==> config.mk <==
export PLATFORM = sky130hd
export DESIGN_NAME = mips_cpu_seq_ctrl
export DESIGN_NICKNAME = d
export VERILOG_FILES = /design/src/rtl/mips_cpu_pkg.sv /design/src/rtl/mips_cpu_delay_slot.sv /design/src/rtl/mips_cpu_seq_ctrl.sv
export SDC_FILE = /design/constraint.sdc
export NUM_CORES = 1
export LEC_CHECK = 0
export BUFFER_PORTS_ARGS = -buffer_cell sky130_fd_sc_hd__buf_2
export CAP_MARGIN = 20
export CORE_AREA = 2 2 109 111
export CTS_CLUSTER_SIZE = 24
export DETAILED_ROUTE_END_ITERATION = 10
export DIE_AREA = 0 0 111 113
export GPL_TIMING_DRIVEN = 1
export PLACE_DENSITY = 0.74
export SLEW_MARGIN = 20
export SYNTH_ARGS = -nofsm -noshare
export SYNTH_HDL_FRONTEND = slang
export SYNTH_SLANG_ARGS = --single-unit
==> constraint.sdc <==
create_clock -name clk -period 1.9 [get_ports clk]
set_input_delay 0.38 -clock clk [delete_from_list [all_inputs] [get_ports clk]]
set_output_delay 0.38 -clock clk [all_outputs]
set_load 0.02 [all_outputs]
==> src/rtl/mips_cpu_pkg.sv <==
// rtl/mips_cpu_pkg.sv - shared types and default constants for the MIPS CPU sequencer
// Contents:
//   state_t              sequencer state encoding
//   DEFAULT_RESET_VECTOR PC loaded by reset
//   DEFAULT_HALT_ADDR    committed jump target that stops the CPU
package mips_cpu_pkg;

    typedef enum logic [2:0] {
        FETCH      = 3'd0,
        EXEC       = 3'd1,
        MEM        = 3'd2,
        WRITE_BACK = 3'd3,
        HALTED     = 3'd4
    } state_t;

    localparam logic [31:0] DEFAULT_RESET_VECTOR = 32'hBFC0_0000;
    localparam logic [31:0] DEFAULT_HALT_ADDR    = 32'h0000_0000;

endpackage

==> src/rtl/mips_cpu_delay_slot.sv <==
// rtl/mips_cpu_delay_slot.sv - branch delay slot tracker with first-target-wins rule
// Ports:
//   clk, rst, clk_enable  clock, sync active-high reset, advance enable
//   record, target        taken branch seen in EXEC and its target
//   consume               current instruction is in WRITE_BACK
//   redirect              this WRITE_BACK commits the delay slot: load target_q into pc
//   halt_req              redirect to the halt address
//   target_q              latched branch target
module mips_cpu_delay_slot #(
    parameter int              ADDR_W    = 32,
    parameter logic [ADDR_W-1:0] HALT_ADDR = '0
) (
    input  logic              clk,
    input  logic              rst,
    input  logic              clk_enable,
    input  logic              record,
    input  logic [ADDR_W-1:0] target,
    input  logic              consume,
    output logic              redirect,
    output logic              halt_req,
    output logic [ADDR_W-1:0] target_q
);

    logic pending;
    // Set while the branch instruction itself is still in flight; its own
    // WRITE_BACK must step to the delay slot rather than redirect.
    logic just_set;

    always_ff @(posedge clk) begin
        if (rst) begin
            pending  <= 1'b0;
            just_set <= 1'b0;
            target_q <= '0;
        end else if (clk_enable) begin
            // A branch in the delay slot finds pending already set and is dropped.
            if (record && !pending) begin
                pending  <= 1'b1;
                just_set <= 1'b1;
                target_q <= target;
            end
            if (consume) begin
                if (just_set) begin
                    just_set <= 1'b0;
                end else if (pending) begin
                    pending <= 1'b0;
                end
            end
        end
    end

    assign redirect = pending && !just_set;
    assign halt_req = redirect && (target_q == HALT_ADDR);

endmodule

==> src/rtl/mips_cpu_seq_ctrl.sv <==
// rtl/mips_cpu_seq_ctrl.sv - multicycle FETCH/EXEC/MEM/WRITE_BACK sequencer owning PC and IR
// Ports:
//   clk, rst, clk_enable                 clock, sync active-high reset, advance enable
//   active, state, error                 status: not halted, current state, sticky decode error
//   pc, instr_address, instr_read,
//   instr_waitrequest, instr_readdata    instruction fetch port
//   ir                                   latched instruction to the decoder
//   dec_*                                decoder results, sampled in EXEC
//   data_read, data_write,
//   data_waitrequest                     data access strobes and handshake
//   reg_write_en                         register file write enable
module mips_cpu_seq_ctrl
    import mips_cpu_pkg::*;
#(
    parameter int                ADDR_W       = 32,
    parameter logic [ADDR_W-1:0] RESET_VECTOR = ADDR_W'(DEFAULT_RESET_VECTOR),
    parameter logic [ADDR_W-1:0] HALT_ADDR    = ADDR_W'(DEFAULT_HALT_ADDR),
    parameter int unsigned       PC_STEP      = 4
) (
    input  logic              clk,
    input  logic              rst,
    input  logic              clk_enable,
    output logic              active,
    output state_t            state,
    output logic [ADDR_W-1:0] pc,
    output logic [ADDR_W-1:0] instr_address,
    output logic              instr_read,
    input  logic              instr_waitrequest,
    input  logic [31:0]       instr_readdata,
    output logic [31:0]       ir,
    input  logic              dec_mem_read,
    input  logic              dec_mem_write,
    input  logic              dec_reg_write,
    input  logic              dec_ctrl_xfer,
    input  logic [ADDR_W-1:0] dec_target,
    output logic              data_read,
    output logic              data_write,
    input  logic              data_waitrequest,
    output logic              reg_write_en,
    output logic              error
);

    logic              mem_rd_q;
    logic              mem_wr_q;
    logic              reg_wr_q;
    logic              redirect;
    logic              halt_req;
    logic [ADDR_W-1:0] target_q;
    logic              both_mem;

    assign both_mem = dec_mem_read && dec_mem_write;

    mips_cpu_delay_slot #(
        .ADDR_W    (ADDR_W),
        .HALT_ADDR (HALT_ADDR)
    ) u_delay_slot (
        .clk        (clk),
        .rst        (rst),
        .clk_enable (clk_enable),
        .record     ((state == EXEC) && dec_ctrl_xfer && !both_mem),
        .target     (dec_target),
        .consume    (state == WRITE_BACK),
        .redirect   (redirect),
        .halt_req   (halt_req),
        .target_q   (target_q)
    );

    always_ff @(posedge clk) begin
        if (rst) begin
            state    <= FETCH;
            pc       <= RESET_VECTOR;
            ir       <= '0;
            error    <= 1'b0;
            mem_rd_q <= 1'b0;
            mem_wr_q <= 1'b0;
            reg_wr_q <= 1'b0;
        end else if (clk_enable) begin
            case (state)
                FETCH: begin
                    if (!instr_waitrequest) begin
                        ir    <= instr_readdata;
                        state <= EXEC;
                    end
                end
                EXEC: begin
                    // Decode is latched so MEM/WRITE_BACK do not depend on
                    // the decoder holding its outputs.
                    mem_rd_q <= dec_mem_read;
                    mem_wr_q <= dec_mem_write;
                    reg_wr_q <= dec_reg_write;
                    if (both_mem) begin
                        error <= 1'b1;
                        state <= HALTED;
                    end else if (dec_mem_read || dec_mem_write) begin
                        state <= MEM;
                    end else begin
                        state <= WRITE_BACK;
                    end
                end
                MEM: begin
                    if (!data_waitrequest) begin
                        state <= WRITE_BACK;
                    end
                end
                WRITE_BACK: begin
                    if (redirect) begin
                        pc    <= target_q;
                        state <= halt_req ? HALTED : FETCH;
                    end else begin
                        pc    <= pc + ADDR_W'(PC_STEP);
                        state <= FETCH;
                    end
                end
                HALTED: begin
                    state <= HALTED;
                end
                default: begin
                    state <= HALTED;
                end
            endcase
        end
    end

    assign active        = (state != HALTED);
    assign instr_address = pc;
    assign instr_read    = (state == FETCH);
    assign data_read     = (state == MEM) && mem_rd_q;
    assign data_write    = (state == MEM) && mem_wr_q && !mem_rd_q;
    assign reg_write_en  = (state == WRITE_BACK) && reg_wr_q;

endmodule

# Yosys cells after proc, flatten, opt, wreduce, memory -nomap -nowiden
# Index checks and enable logic that the tools add are counted.
[op_classes] addsub=1 multipliers=0 div=0 n_lt_le_gt_ge=0 eq_ne=6 shift=0 mux=15 bitwise_logic=1 n_reduce_logical=23
[op_table] cell="adder 32 x 3 -> 32 bit, second input constant" n=1
[op_table] cell="logical NOT 32 bit" n=1
[op_table] cell="2-to-1 mux 32 bit" n=1
[op_table] cell="2-to-1 mux 3 bit" n=5
[op_table] cell="case mux 3 bit (4 select lines)" n=1
[op_table] cell="logical AND 1 bit" n=10
[op_table] cell="AND reduction 3 bit" n=3
[op_table] cell="2-to-1 mux 1 bit" n=8
[op_table] cell="equality test 3 x 2 -> 1 bit, second input constant" n=2
[op_table] cell="AND reduction 2 bit" n=3
[op_table] cell="logical NOT 1 bit" n=4
[op_table] cell="inequality test 2 bit, second input constant" n=2
[op_table] cell="equality test 3 x 1 -> 1 bit, second input constant" n=1
[op_table] cell="logical NOT 3 bit" n=1
[op_table] cell="inequality test 3 bit, second input constant" n=1
[op_table] cell="logical OR 1 bit" n=1
[op_table] cell="NOT 1 bit" n=1
[word_totals] reg_bits=105 latch_bits=0 ram_bits=0 rom_bits=0 out_inout_bits=105 wordCells=56 memories=0

# Depth between registers and ports, before layout
[logic_depth] word_depth=8 depth_mapped=8 ltp_nobuf=6

# Modules after synthesis
# A second synthesis with hierarchy kept.
[unflattened] cells_unflattened=645 hier_area_um2=5056.1
[modules_own_cells] module="mips_cpu_seq_ctrl" instances=1 cells_each=484 area_per_inst_um2=3668.5 seq_area_each_um2=1421.4
[modules_own_cells] module="mips_cpu_delay_slot" instances=1 cells_each=161 area_per_inst_um2=1387.6 seq_area_each_um2=680.7

# Least setup slack after synthesis
# No wires, ideal clock.
[synth_path] path_kind="reg2reg" from="register pc[2], in the netlist instr_address[2]" to="register pc[24], in the netlist instr_address[24]" arrival_ns=1.802 setup_slack_ns=-0.044 path_stages_with_launch=9 path_buffers=2 period_less_slack_ns=1.944 path_cell_list="dfxtp_1 > ha_1 > and4_1 > buf_2 > and4_1 > buf_2 > nand3_1 > mux2i_1 > o221ai_1"
[synth_between] elab_chain_len=2
[synth_rtl] element="from (decl)" line="mips_cpu_seq_ctrl.sv:25" text="output logic [ADDR_W-1:0] pc,"
[synth_rtl] element="from (signal assigned)" line="mips_cpu_seq_ctrl.sv:107" text="pc <= target_q;"
[synth_rtl] element="from (signal assigned)" line="mips_cpu_seq_ctrl.sv:110" text="pc <= pc + ADDR_W'(PC_STEP);"
[synth_rtl] element="adder 32 x 3 -> 32 bit" line="mips_cpu_seq_ctrl.sv:110"
[synth_rtl] element="2-to-1 mux 32 bit" line="mips_cpu_seq_ctrl.sv:106" text="if (redirect) begin"
# Every way passes these cells.
# A chain may end at the register's enable or synchronous reset.

# Worst setup path in the final report
[layout_path] from="register state[2]" to="output port reg_write_en"
[layout_between] elab_chain_len=2
[layout_rtl] element="from (decl)" line="mips_cpu_seq_ctrl.sv:24" text="output state_t state,"
[layout_rtl] element="from (signal assigned)" line="mips_cpu_seq_ctrl.sv:108" text="state <= halt_req ? HALTED : FETCH;"
[layout_rtl] element="equality test 3 x 2 -> 1 bit" line="mips_cpu_seq_ctrl.sv:129" text="assign reg_write_en = (state == WRITE_BACK) && reg_wr_q;"
[layout_rtl] element="logical AND 1 bit" line="mips_cpu_seq_ctrl.sv:129"
[layout_rtl] element="to (decl)" line="mips_cpu_seq_ctrl.sv:39" text="output logic reg_write_en,"
# Every way passes these cells.

==> summary.md <==
| Metric | Value |
|---|---|
| Status | complete, no violations |
| Die H | 113 µm |
| Synth area leaders | dfxtp_1 42%, nand2_1 12%, a21oi_1 9.1% |
| CP arrival | 1410 ps |
| First-pass GRT wire length | 23800 µm |
| DR vias/cell | 5.46 |
| Highest clock rate | 557 MHz |
| Synth unique cells | 53 |
| Max_cap viols | 0 |
| Min-Delay Startpoint | instr_readdata[19] |
| Met3 routed WL | 1210 µm |
| Clk pin slew, worst setup/hold paths | 70 ps |
| Placed Instance Area | 5960 µm² |
| Critical Path RT | 1520 ps |
| Area leader, netlist | dfxtp_1 |
| Peak supply drop | 0.562 mV |
| Top-count cell post-synth | nand2_1 |
| Reg2reg start | instr_address[19] |
| Full die area | 12500 µm² |
| Syn nets | 720 |
| Starting Density | 44.5% |
| Routability cong. | 0.923 |
| Clk buf depth | 2 |
| Rows | 39 |
| Total CTS buffers | 9 |
| Highest routing layer actually used | met4 |
| Antenna diodes | 0 |
| Clock skew | 5.10 ps |
| HPWL after detailed placement | 10800 µm |
| Routed Antenna Nets | 0 |
| Synth-to-layout area growth | 25.6% |
| Fin crit share | 94.5% |
| Setup TNS Final | 0 ps |
| Iter 0 DRT Violations | 358 |
| Largest net degree at the start of global routing | 48 |
| Met2 routed WL | 6850 µm |
| DP Worst Slack | 19.3 ps |
| Final WL | 14600 µm |
| Origin of the worst setup path | state[2] |
| Vias | 5148 |
| CP startpoint kind | flop |
| Chip width | 111 µm |
| Post-Synthesis Cell Area | 5010 µm² |
| Final net count | 868 |
| Top FF cell, synth | dfxtp_1 |
| Count of final setup violators | 0 |
| Leakage power | 2.74 nW |
| Synth cell count leaders | 166 x nand2_1, 105 x dfxtp_1, 91 x a21oi_1 |
| Number of synthesized flops with an enable pin | 0 |
| Slew Limit Headroom | 66.6% |
| FF+latch count, synth | 105 |
| Pwr/cell area | 789 nW/µm² |
| Setup crit end kind | primary output |
| Number of global-route vias before repair | 4831 |
| Remaining Overflow, GRT | 0 |
| Top-area cell type share of the netlist area | 41.9% |
| Fin area | 6290 µm² |
| Placed Cells | 926 |
| Gr usage total | 23.1% |
| Worst Hold Class | in2reg |
| Fin cells | 942 |
| Htree depth | 3 |
| Post-Route M1 WL | 6270 µm |
| Drt pass-1 iters | 5 |
| I/O pin cnt | 178 |
| Clk sinks | 105 |
| Setup ws final | 105 ps |
| CTS Root Cell | clkbuf_16 |
| Final hold vios | 0 |
| Hold_buf cts | 0 |
| RSZ-0062 raised after global routing | no |
| Post-Syn Area per Cell | 7.76 µm² |
| Layout cells sized above 1 | 31.8% |
| Highest net fanout along the worst path | 11 |
| Post-synth ARST share | 0% |
| Routed wire per std cell | 15.5 µm |
| Synth warn | 0 |
| Port buffer count | 177 |
| Drt drc | 0 |
| Initial antenna violation count | 0 |
| Seq/Total Area, Yosys | 41.9% |
| Worst-skew pair later-pin latency | 340 ps |
| Core outline area | 11300 µm² |
| Post-synthesis cell count | 646 |
| Fin crit period | 1790 ps |
| CTS tree | done |
| WS Path Type | reg2out |
| Final Max Tran Viols | 0 |
| Slew @ Worst Pin | 499 ps |
| Final core occ | 55.8% |
## kinds of logic (layout without fill, tap and decap cells)
logic type      after synthesis  in the layout  share of synthesized area (%)
simple gates                293            293                           27.8
compound gates              151            151                           17.5
flops                       105            105                           41.9
buf+inv                      83            236                           9.94
mux                          13             13                           2.60
fa+ha+maj                     1              1                          0.250
## placed cells by master (no fill, tap or decap), drive strengths merged, types with 3 or more instances in the layout
cell type | Yosys | routed
buf | 53 | 218
and4 | 6 | 6
nand3 | 14 | 14
and2 | 3 | 3
nor4 | 12 | 12
nand4 | 14 | 14
o31ai | 5 | 5
inv | 2 | 3
a21oi | 91 | 91
clkbuf | 27 | 9
or3 | 5 | 5
nand2b | 4 | 4
a31oi | 8 | 8
dfxtp | 105 | 105
nand2 | 168 | 168
nor3 | 8 | 8
or4 | 4 | 4
nor2 | 37 | 37
o21ai | 16 | 16
and3 | 8 | 8
mux2i | 13 | 13
a22oi | 11 | 11
nand4b | 3 | 3
## path summary, 6_finish.rpt
| check | to | slack (ps) | cells after the start |
|---|---|---|---|
| min reg2reg | ir[20] | 450 | 2 |
| max reg2reg | instr_address[27] | 110 | 5 |
| max | reg_write_en | 110 | 4 |
| min | ir[19] | 270 | 3 |
## metal layers
metal	track usage, %	vias to the layer above
met5	0	-
met2	38.3	209
met3	5.46	21
met1	29.6	2403
li1	-	2515
met4	8.58	0
## flip-flops by register name, summed over array words and instances, names as in the netlist, 3 cells and up
name                   cells
u_delay_slot.target_q     32
state                      3
instr_address             32
ir                        32
## final cells by class
cell class	count	area, µm²
Fill cell	1094	4980
Inverter	2	7.51
Clock inverter	7	93.8
Clock buffer	9	225
Tap cell	143	179
Timing Repair Buffer	218	1240
Sequential cell	105	2110
Multi-Input combinational cell	458	2430
## critical path, stage by stage, from the launching register on
cell and delay (ps):
dfxtp_2 380, nand2b_1 220, nor2_2 150, and2_1 160, buf_2 170
## per-stage QoR
step	power [mW]	hold slack [ps]
finish	4.97	271
global route	5.19	263
CTS	5.01	259
detailed placement	3.03	444
global placement	3.01	440
floorplan	2.79	445
## repair_timing
action / CTS / global route
buffers inserted: 0 / 0
cloned: 0 / 0
pin swaps: 0 / 0
setup endpoints to repair: 1 / 13
resized for setup: 3 / 5
## report_power, final
group          switching [mW]  internal (mW)
clock                   0.833           1.16
combinational           0.386          0.241
sequential             0.0747           2.28
total                    1.29           3.67
Power figures use the tool's default switching activity.
